==> src/rtl/frame_sequencer.sv <==
// -----------------------------------------------------------------------------
// frame_sequencer
//
// Steps through animation frames stored back-to-back in flash. A free-running
// prescaler produces one tick every CLK_HZ/FPS cycles. Each tick (or a step
// while paused, or a restart) computes the next frame index according to the
// play mode. It then issues a one-cycle load request carrying that frame's
// flash address and waits for the loader to report completion.
//
// Optional feature (macro FRAME_SEQ_SKIP_EN):
//   defined   : a tick that arrives while a load is outstanding is dropped
//               and counted in o_skip_count (saturating at 255).
//   undefined : such a tick is remembered in a single-deep pending flag and
//               serviced once the sequencer is idle again.
//
// Ports:
//   clk_48mhz, reset    clock, synchronous active-high reset
//   i_last_frame        index of the final frame
//   i_mode              00 loop, 01 ping-pong, 10 one-shot, 11 loop
//   i_pause, i_step     pause tick advance; single step while paused
//   i_restart           jump to frame 0, direction up, clear o_done
//   o_load_addr         flash address of the current frame
//   o_load_stb          one-cycle load request
//   i_load_done         one-cycle completion strobe from the loader
//   o_frame_index       current frame index
//   o_led               toggles on every tick
//   o_done              one-shot playback finished
//   o_busy              load outstanding
//   o_skip_count        dropped ticks (FRAME_SEQ_SKIP_EN only)
//   o_dbg_state         FSM state (0 idle, 1 issue, 2 wait_load)
//
// Load handshake: o_load_stb is high for exactly one cycle (ISSUE).
// o_load_addr is valid from that cycle until the loader answers. The loader
// answers with a single-cycle i_load_done. A strobe is accepted only in
// WAIT_LOAD; at any other time it is ignored.
// -----------------------------------------------------------------------------
module frame_sequencer #(
  parameter int unsigned CLK_HZ      = 48_000_000,
  parameter int unsigned FPS         = 10,
  parameter int unsigned IDX_W       = 8,
  parameter int unsigned FRAME_SHIFT = 13,
  parameter logic [23:0] FLASH_BASE  = 24'h80_0000
) (
  input  logic             clk_48mhz,
  input  logic             reset,
  input  logic [IDX_W-1:0] i_last_frame,
  input  logic [1:0]       i_mode,
  input  logic             i_pause,
  input  logic             i_step,
  input  logic             i_restart,
  output logic [23:0]      o_load_addr,
  output logic             o_load_stb,
  input  logic             i_load_done,
  output logic [IDX_W-1:0] o_frame_index,
  output logic             o_led,
  output logic             o_done,
  output logic             o_busy,
`ifdef FRAME_SEQ_SKIP_EN
  output logic [7:0]       o_skip_count,
`endif
  output logic [1:0]       o_dbg_state
);

  localparam int unsigned PRESCALER   = CLK_HZ / FPS - 1;
  localparam int unsigned CNT_W       = (PRESCALER > 0) ? $clog2(PRESCALER + 1) : 1;
  localparam logic [CNT_W-1:0] PRESCALER_V = CNT_W'(PRESCALER);

  typedef enum logic [1:0] {
    ST_IDLE      = 2'd0,
    ST_ISSUE     = 2'd1,
    ST_WAIT_LOAD = 2'd2
  } state_e;

  state_e           state_q, state_d;
  logic [CNT_W-1:0] cnt_q, cnt_d;
  logic [IDX_W-1:0] idx_q, idx_d;
  logic             dir_up_q, dir_up_d;
  logic             led_q, led_d;
  logic             done_q, done_d;
  logic             final_q, final_d;        // load in flight is the one-shot last frame
  logic             restart_pend_q, restart_pend_d;
  logic             boot_q, boot_d;          // high for the first cycle out of reset

  logic             tick;
  logic             tick_src;
  logic             restart_req;
  logic             adv_req;
  logic             oneshot;
  logic [IDX_W-1:0] next_idx;
  logic             next_up;

`ifdef FRAME_SEQ_SKIP_EN
  logic [7:0] skip_q, skip_d;
  assign tick_src = tick && !i_pause;
`else
  logic tick_pend_q, tick_pend_d;
  assign tick_src = (tick && !i_pause) || tick_pend_q;
`endif

  assign tick        = (cnt_q == '0);
  assign oneshot     = (i_mode == 2'b10);
  // The implicit restart out of reset reuses the ordinary restart path.
  assign restart_req = i_restart || restart_pend_q || boot_q;
  // Once one-shot playback has finished, only a restart can move the index.
  assign adv_req     = !done_q && (tick_src || (i_step && i_pause));

  // Next index for a tick/step advance. Mode and last frame are sampled here only.
  always_comb begin
    next_idx = idx_q;
    next_up  = dir_up_q;
    case (i_mode)
      2'b01: begin
        if (i_last_frame == '0) begin
          next_idx = '0;
          next_up  = 1'b1;
        end else if (idx_q > i_last_frame) begin
          next_idx = i_last_frame;
          next_up  = 1'b0;
        end else if (dir_up_q) begin
          if (idx_q == i_last_frame) begin
            next_idx = idx_q - 1'b1;
            next_up  = 1'b0;
          end else begin
            next_idx = idx_q + 1'b1;
          end
        end else begin
          if (idx_q == '0) begin
            next_idx = idx_q + 1'b1;
            next_up  = 1'b1;
          end else begin
            next_idx = idx_q - 1'b1;
          end
        end
      end
      2'b10: next_idx = (idx_q >= i_last_frame) ? i_last_frame : idx_q + 1'b1;
      default: next_idx = (idx_q >= i_last_frame) ? '0 : idx_q + 1'b1;
    endcase
  end

  always_comb begin
    state_d        = state_q;
    cnt_d          = tick ? PRESCALER_V : cnt_q - 1'b1;
    led_d          = led_q ^ tick;
    idx_d          = idx_q;
    dir_up_d       = dir_up_q;
    done_d         = done_q;
    final_d        = final_q;
    restart_pend_d = restart_pend_q;
    boot_d         = 1'b0;
`ifdef FRAME_SEQ_SKIP_EN
    skip_d         = skip_q;
`else
    tick_pend_d    = tick_pend_q;
`endif

    case (state_q)
      ST_IDLE: begin
        // Anything pending is either serviced now or superseded by a restart.
        restart_pend_d = 1'b0;
`ifndef FRAME_SEQ_SKIP_EN
        tick_pend_d    = 1'b0;
`endif
        if (restart_req) begin
          idx_d    = '0;
          dir_up_d = 1'b1;
          done_d   = 1'b0;
          final_d  = oneshot && (i_last_frame == '0);
          state_d  = ST_ISSUE;
        end else if (adv_req) begin
          idx_d    = next_idx;
          dir_up_d = next_up;
          final_d  = oneshot && (next_idx == i_last_frame);
          state_d  = ST_ISSUE;
        end
      end
      ST_ISSUE: state_d = ST_WAIT_LOAD;
      ST_WAIT_LOAD: begin
        if (i_load_done) begin
          state_d = ST_IDLE;
          if (final_q) done_d = 1'b1;
        end
      end
      default: state_d = ST_IDLE;
    endcase

    if (state_q != ST_IDLE) begin
      if (i_restart) restart_pend_d = 1'b1;
      if (tick && !i_pause) begin
`ifdef FRAME_SEQ_SKIP_EN
        if (skip_q != 8'hFF) skip_d = skip_q + 8'd1;
`else
        tick_pend_d = 1'b1;
`endif
      end
    end
  end

  always_ff @(posedge clk_48mhz) begin
    if (reset) begin
      state_q        <= ST_IDLE;
      cnt_q          <= PRESCALER_V;
      idx_q          <= '0;
      dir_up_q       <= 1'b1;
      led_q          <= 1'b0;
      done_q         <= 1'b0;
      final_q        <= 1'b0;
      restart_pend_q <= 1'b0;
      boot_q         <= 1'b1;
`ifdef FRAME_SEQ_SKIP_EN
      skip_q         <= 8'd0;
`else
      tick_pend_q    <= 1'b0;
`endif
    end else begin
      state_q        <= state_d;
      cnt_q          <= cnt_d;
      idx_q          <= idx_d;
      dir_up_q       <= dir_up_d;
      led_q          <= led_d;
      done_q         <= done_d;
      final_q        <= final_d;
      restart_pend_q <= restart_pend_d;
      boot_q         <= boot_d;
`ifdef FRAME_SEQ_SKIP_EN
      skip_q         <= skip_d;
`else
      tick_pend_q    <= tick_pend_d;
`endif
    end
  end

  // Index only changes on entry to ISSUE, so the address holds through the load.
  assign o_load_addr   = FLASH_BASE + 24'({24'd0, idx_q} << FRAME_SHIFT);
  assign o_load_stb    = (state_q == ST_ISSUE);
  assign o_busy        = (state_q != ST_IDLE);
  assign o_frame_index = idx_q;
  assign o_led         = led_q;
  assign o_done        = done_q;
  assign o_dbg_state   = state_q;
`ifdef FRAME_SEQ_SKIP_EN
  assign o_skip_count  = skip_q;
`endif

endmodule

==> config.mk <==
export PLATFORM = sky130hd
export DESIGN_NAME = frame_sequencer
export DESIGN_NICKNAME = d
export VERILOG_FILES = /design/src/rtl/frame_sequencer.sv
export SDC_FILE = /design/constraint.sdc
export NUM_CORES = 1
export LEC_CHECK = 0
export ABC_AREA = 1
export BUFFER_PORTS_ARGS = -buffer_cell sky130_fd_sc_hd__buf_2
export CORE_MARGIN = 4
export CORE_UTILIZATION = 45
export DETAILED_ROUTE_END_ITERATION = 6
export GPL_TIMING_DRIVEN = 0
export HOLD_SLACK_MARGIN = 0.08
export PLACE_DENSITY = 0.72
export SLEW_MARGIN = 40
export SYNTH_ARGS = -nofsm -noshare
export SYNTH_HDL_FRONTEND = slang
export SYNTH_SLANG_ARGS = --single-unit
==> constraint.sdc <==
create_clock -name clk_48mhz -period 3.1 [get_ports clk_48mhz]
set_clock_uncertainty 0.05 [all_clocks]
set_input_delay 0.62 -clock clk_48mhz [delete_from_list [all_inputs] [get_ports clk_48mhz]]
set_output_delay 0.62 -clock clk_48mhz [all_outputs]
set_load 0.1 [all_outputs]
==> summary.md <==
| Metric | Value |
|---|---|
| Status | complete, no violations |
| Cells on worst reg2reg path | 18 |
| Worst-path clk slew | about 0.070 ns |
| Switching Fraction | 39.5% |
| DR iter-0 viols | about 190 |
| Wire per inst | about 13 µm |
| Largest net degree at the start of global routing | 13 |
| Post-synth cell types | 48 |
| Clk root buf | clkbuf_8 |
| CP Class | in -> reg |
| Period utilization | roughly nine tenths |
| Drt total wl | just under 9000 µm |
| Worst setup SP type | input pin |
| Detail Route Antenna Nets | 0 |
| Slew Viols, Final | 0 |
| GRT Total Usage | between 20% and 30% |
| Clk sinks | 40 |
| Post-synth EDFFs | 0 |
| Setup bufs post-CTS | 0 |
| Clock Latency Late Sink | slightly below 0.3 ns |
| Post_cts resized | 0 |
| Reg2reg end | final_q |
| Cts bufs inserted | 5 |
| Final setup fails | 0 |
| Chip Width | 94.6 µm |
| Vias/cell | ~5.0 |
| Post-synth top flop | dfxtp_1 |
| Yosys warning count | 0 |
| Rows | 31 |
| Total Nets Final | slightly above 600 |
| VDD IR-drop max | approximately 280 µV |
| Core area | 7250 µm² |
| Worst-Margin Slew | about 0.55 ns |
| Setup crit end kind | flop |
| Critical path arrival | 2.92 ns |
| Initial antenna violation count | 0 |
| FFs w/ async S/R, synth | 0% |
| Post-DP HPWL | about 6900 µm |
| Hold Crit Class | reg -> reg |
| Setup_tns | 0 ns |
| Via count | around 3400 |
| Pwr dens | 338 nW/µm² |
| Die ar. | 8950 µm² |
| DRC violations left | 0 |
| Switching pwr | just over 500 µW |
| First-pass GRT wire length | 14500 µm |
| Int Pwr | between 700 and 800 µW |
| Placer Congestion | between 0.9 and 1 |
| CTS max path bufs | 2 |
| Initial Util | between 40% and 50% |
| Worst-path fanout max | 10 |
| CTS tree | yes |
| Antenna cells | 0 |
| Worst min-delay path endpoint | cnt_q[0] |
| Layout area overhead | 13.2% |
| RSZ-0062 raised after global routing | no |
| Syn avg cell area | ~6.5 µm² |
| Rel. slew slack | 63.1% |
| FF-to-FF setup slack | 0.37 ns |
| R2r startpoint | o_frame_index[7] |
| Final Hold Vio Count | 0 |
| FF+latch count, synth | 40 |
| CP Data Required Time | 3.27 ns |
| Fmax | 0.365 GHz |
| Hold Crit Start | cnt_q[0] |
| Final Non-Filler Cells | about 680 |
| Max Cap Violations | 0 |
| Port bufs | 37 |
| Cell taking the most area after synthesis | dfxtp_1 |
| Top cells by area, synth | dfxtp_1 24%, nand2_1 15%, nand3_1 8.9%, inv_1 7.1%, buf_4 6.0% |
| Comb pwr share | about a third |
| Hold Crit Depth | 1 |
| Seq/Total Area, Yosys | between 20% and 30% |
| Share of cells above drive strength 1 | about 20% |
| Lkg Pwr | between 1.5 and 2 nW |
| Min cycle time layout | 2.74 ns |
| Gate Count Post-Synth | 518 |
| CTS Hold Buffers Added | 0 |
| Total placed cells including tap cells | roughly 670 |
| Clock share of power | about a quarter |
| Mapped Area | roughly 3400 µm² |
| H-tree depth | 2 |
| Final global-route overflow total | 0 |
| Die Y | 94.6 µm |
| Share of the synthesized area in the top cell type | 23.7% |
| Number of global-route vias before repair | 3124 |
| # IOs | 54 |
| Pre-Repair DR Iteration Count | 5 |
| Seq pwr share | between 40% and 50% |
layout by cell type (no fill, tap or decap), drive strengths merged, types with 2 or more instances in the layout:
master,count
o211ai,4
nor3b,2
nor2,55
a21oi,18
conb,16
o21ai,20
dfxtp,40
nand3,64
nand4,11
ha,14
nor3,9
clkinv,2
nand2,147
clkbuf,11
inv,66
buf,70
nor4,5
xnor2,5
or2,4
xor2,7
cells by family (layout without fill, tap and decap cells):
group,count (synthesis),in the layout,synth area share (%)
simple gates,299,299,43.6
buf+inv,104,149,15.6
compound gates,47,47,8.53
flops,40,40,23.7
fa+ha+maj,14,14,5.19
xor+xnor,12,12,3.12
other cells,2,16,0.223
power groups by stage:
stage	Sequential (mW)	Clock (mW)	Combinational, mW
after floorplan	0.577	0	0.308
after global placement	0.549	0	0.406
after detailed placement	0.550	0	0.408
after CTS	0.538	0.355	0.409
after global routing	0.540	0.386	0.443
final	0.538	0.340	0.413
worst max-delay path: stages:
cell and delay [ns]:
buf_2 0.09, inv_1 0.04, ha_1 0.26, clkbuf_1 0.43
clkinv_1 0.46, nand4_1 0.28, nand2_1 0.07, nand2_1 0.07
nand2_1 0.05, nor2_1 0.11, nand2_1 0.06, nor2_1 0.08
nand2_1 0.05, nand2_1 0.05, nand2_1 0.07, a21oi_2 0.12
Yosys cell counts, types with 4 or more instances:
library cell  instances
o21ai_0              15
ha_1                 14
nor4_1                4
nor2_2                4
buf_4                27
xnor2_1               5
inv_1                64
a21oi_1              16
nor2_1               46
nor3_1                6
nand2_1             138
nor2_4                4
dfxtp_1              40
nand3_1              60
o21ai_1               4
nand4_1               9
xor2_1                7
nand2_4               6
how the worst max path moves through the flow:
| stage | startpoint | endpoint | slack [ns] | depth (start not counted) |
|---|---|---|---|---|
| floorplan | o_dbg_state[0] | o_load_stb | 0.05 | 2 |
| global placement | i_last_frame[6] | final_q | 0.1 | 21 |
| detailed placement | i_mode[0] | final_q | 0.10 | 16 |
| CTS | i_mode[0] | final_q | 0.38 | 16 |
| global route | o_frame_index[0] | final_q | 0.09 | 20 |
| finish | i_mode[0] | final_q | 0.36 | 16 |
routing by layer:
layer	track usage [%]	vias up	wire, µm
met5	0	-	0
met4	4.81	0	143
met3	2.87	15	596
met2	36.3	113	4340
met1	25.9	1538	3690
li1	-	1739	-
sequential cells by signal (all words and copies together), names as in the netlist:
signal / cells
cnt_q: 23
final_q: 1
dir_up_q: 1
restart_pend_q: 1
o_led: 1
tick_pend_q: 1
o_frame_index: 8
o_done: 1
boot_q: 1
o_dbg_state: 2
layout make-up:
cell class              count  area, µm²
clock buffers               7       76.3
inverters                  67        251
well taps                  99        124
multi-input cells         388       2100
flip-flops and latches     40        801
clock inverters             1       8.76
fillers                   740       3430
repair buffers             37        185
plain buffers              37        275
through the flow:
| stage | power, mW | instance area, µm² | utilization [%] | setup WS [ns] | hold slack (ns) |
|---|---|---|---|---|---|
| after floorplan | 0.885 | 3430 | - | 0.0462 | 0.326 |
| after global placement | 0.955 | 3730 | 51.5 | 0.0973 | 0.334 |
| after detailed placement | 0.958 | 3730 | 51.5 | 0.101 | 0.346 |
| after CTS | 1.30 | 3820 | 52.7 | 0.384 | 0.366 |
| after global routing | 1.37 | 3820 | 52.7 | 0.0914 | 0.392 |
| final | 1.29 | 3820 | 52.7 | 0.357 | 0.361 |
(Power assumes the default switching activity.)
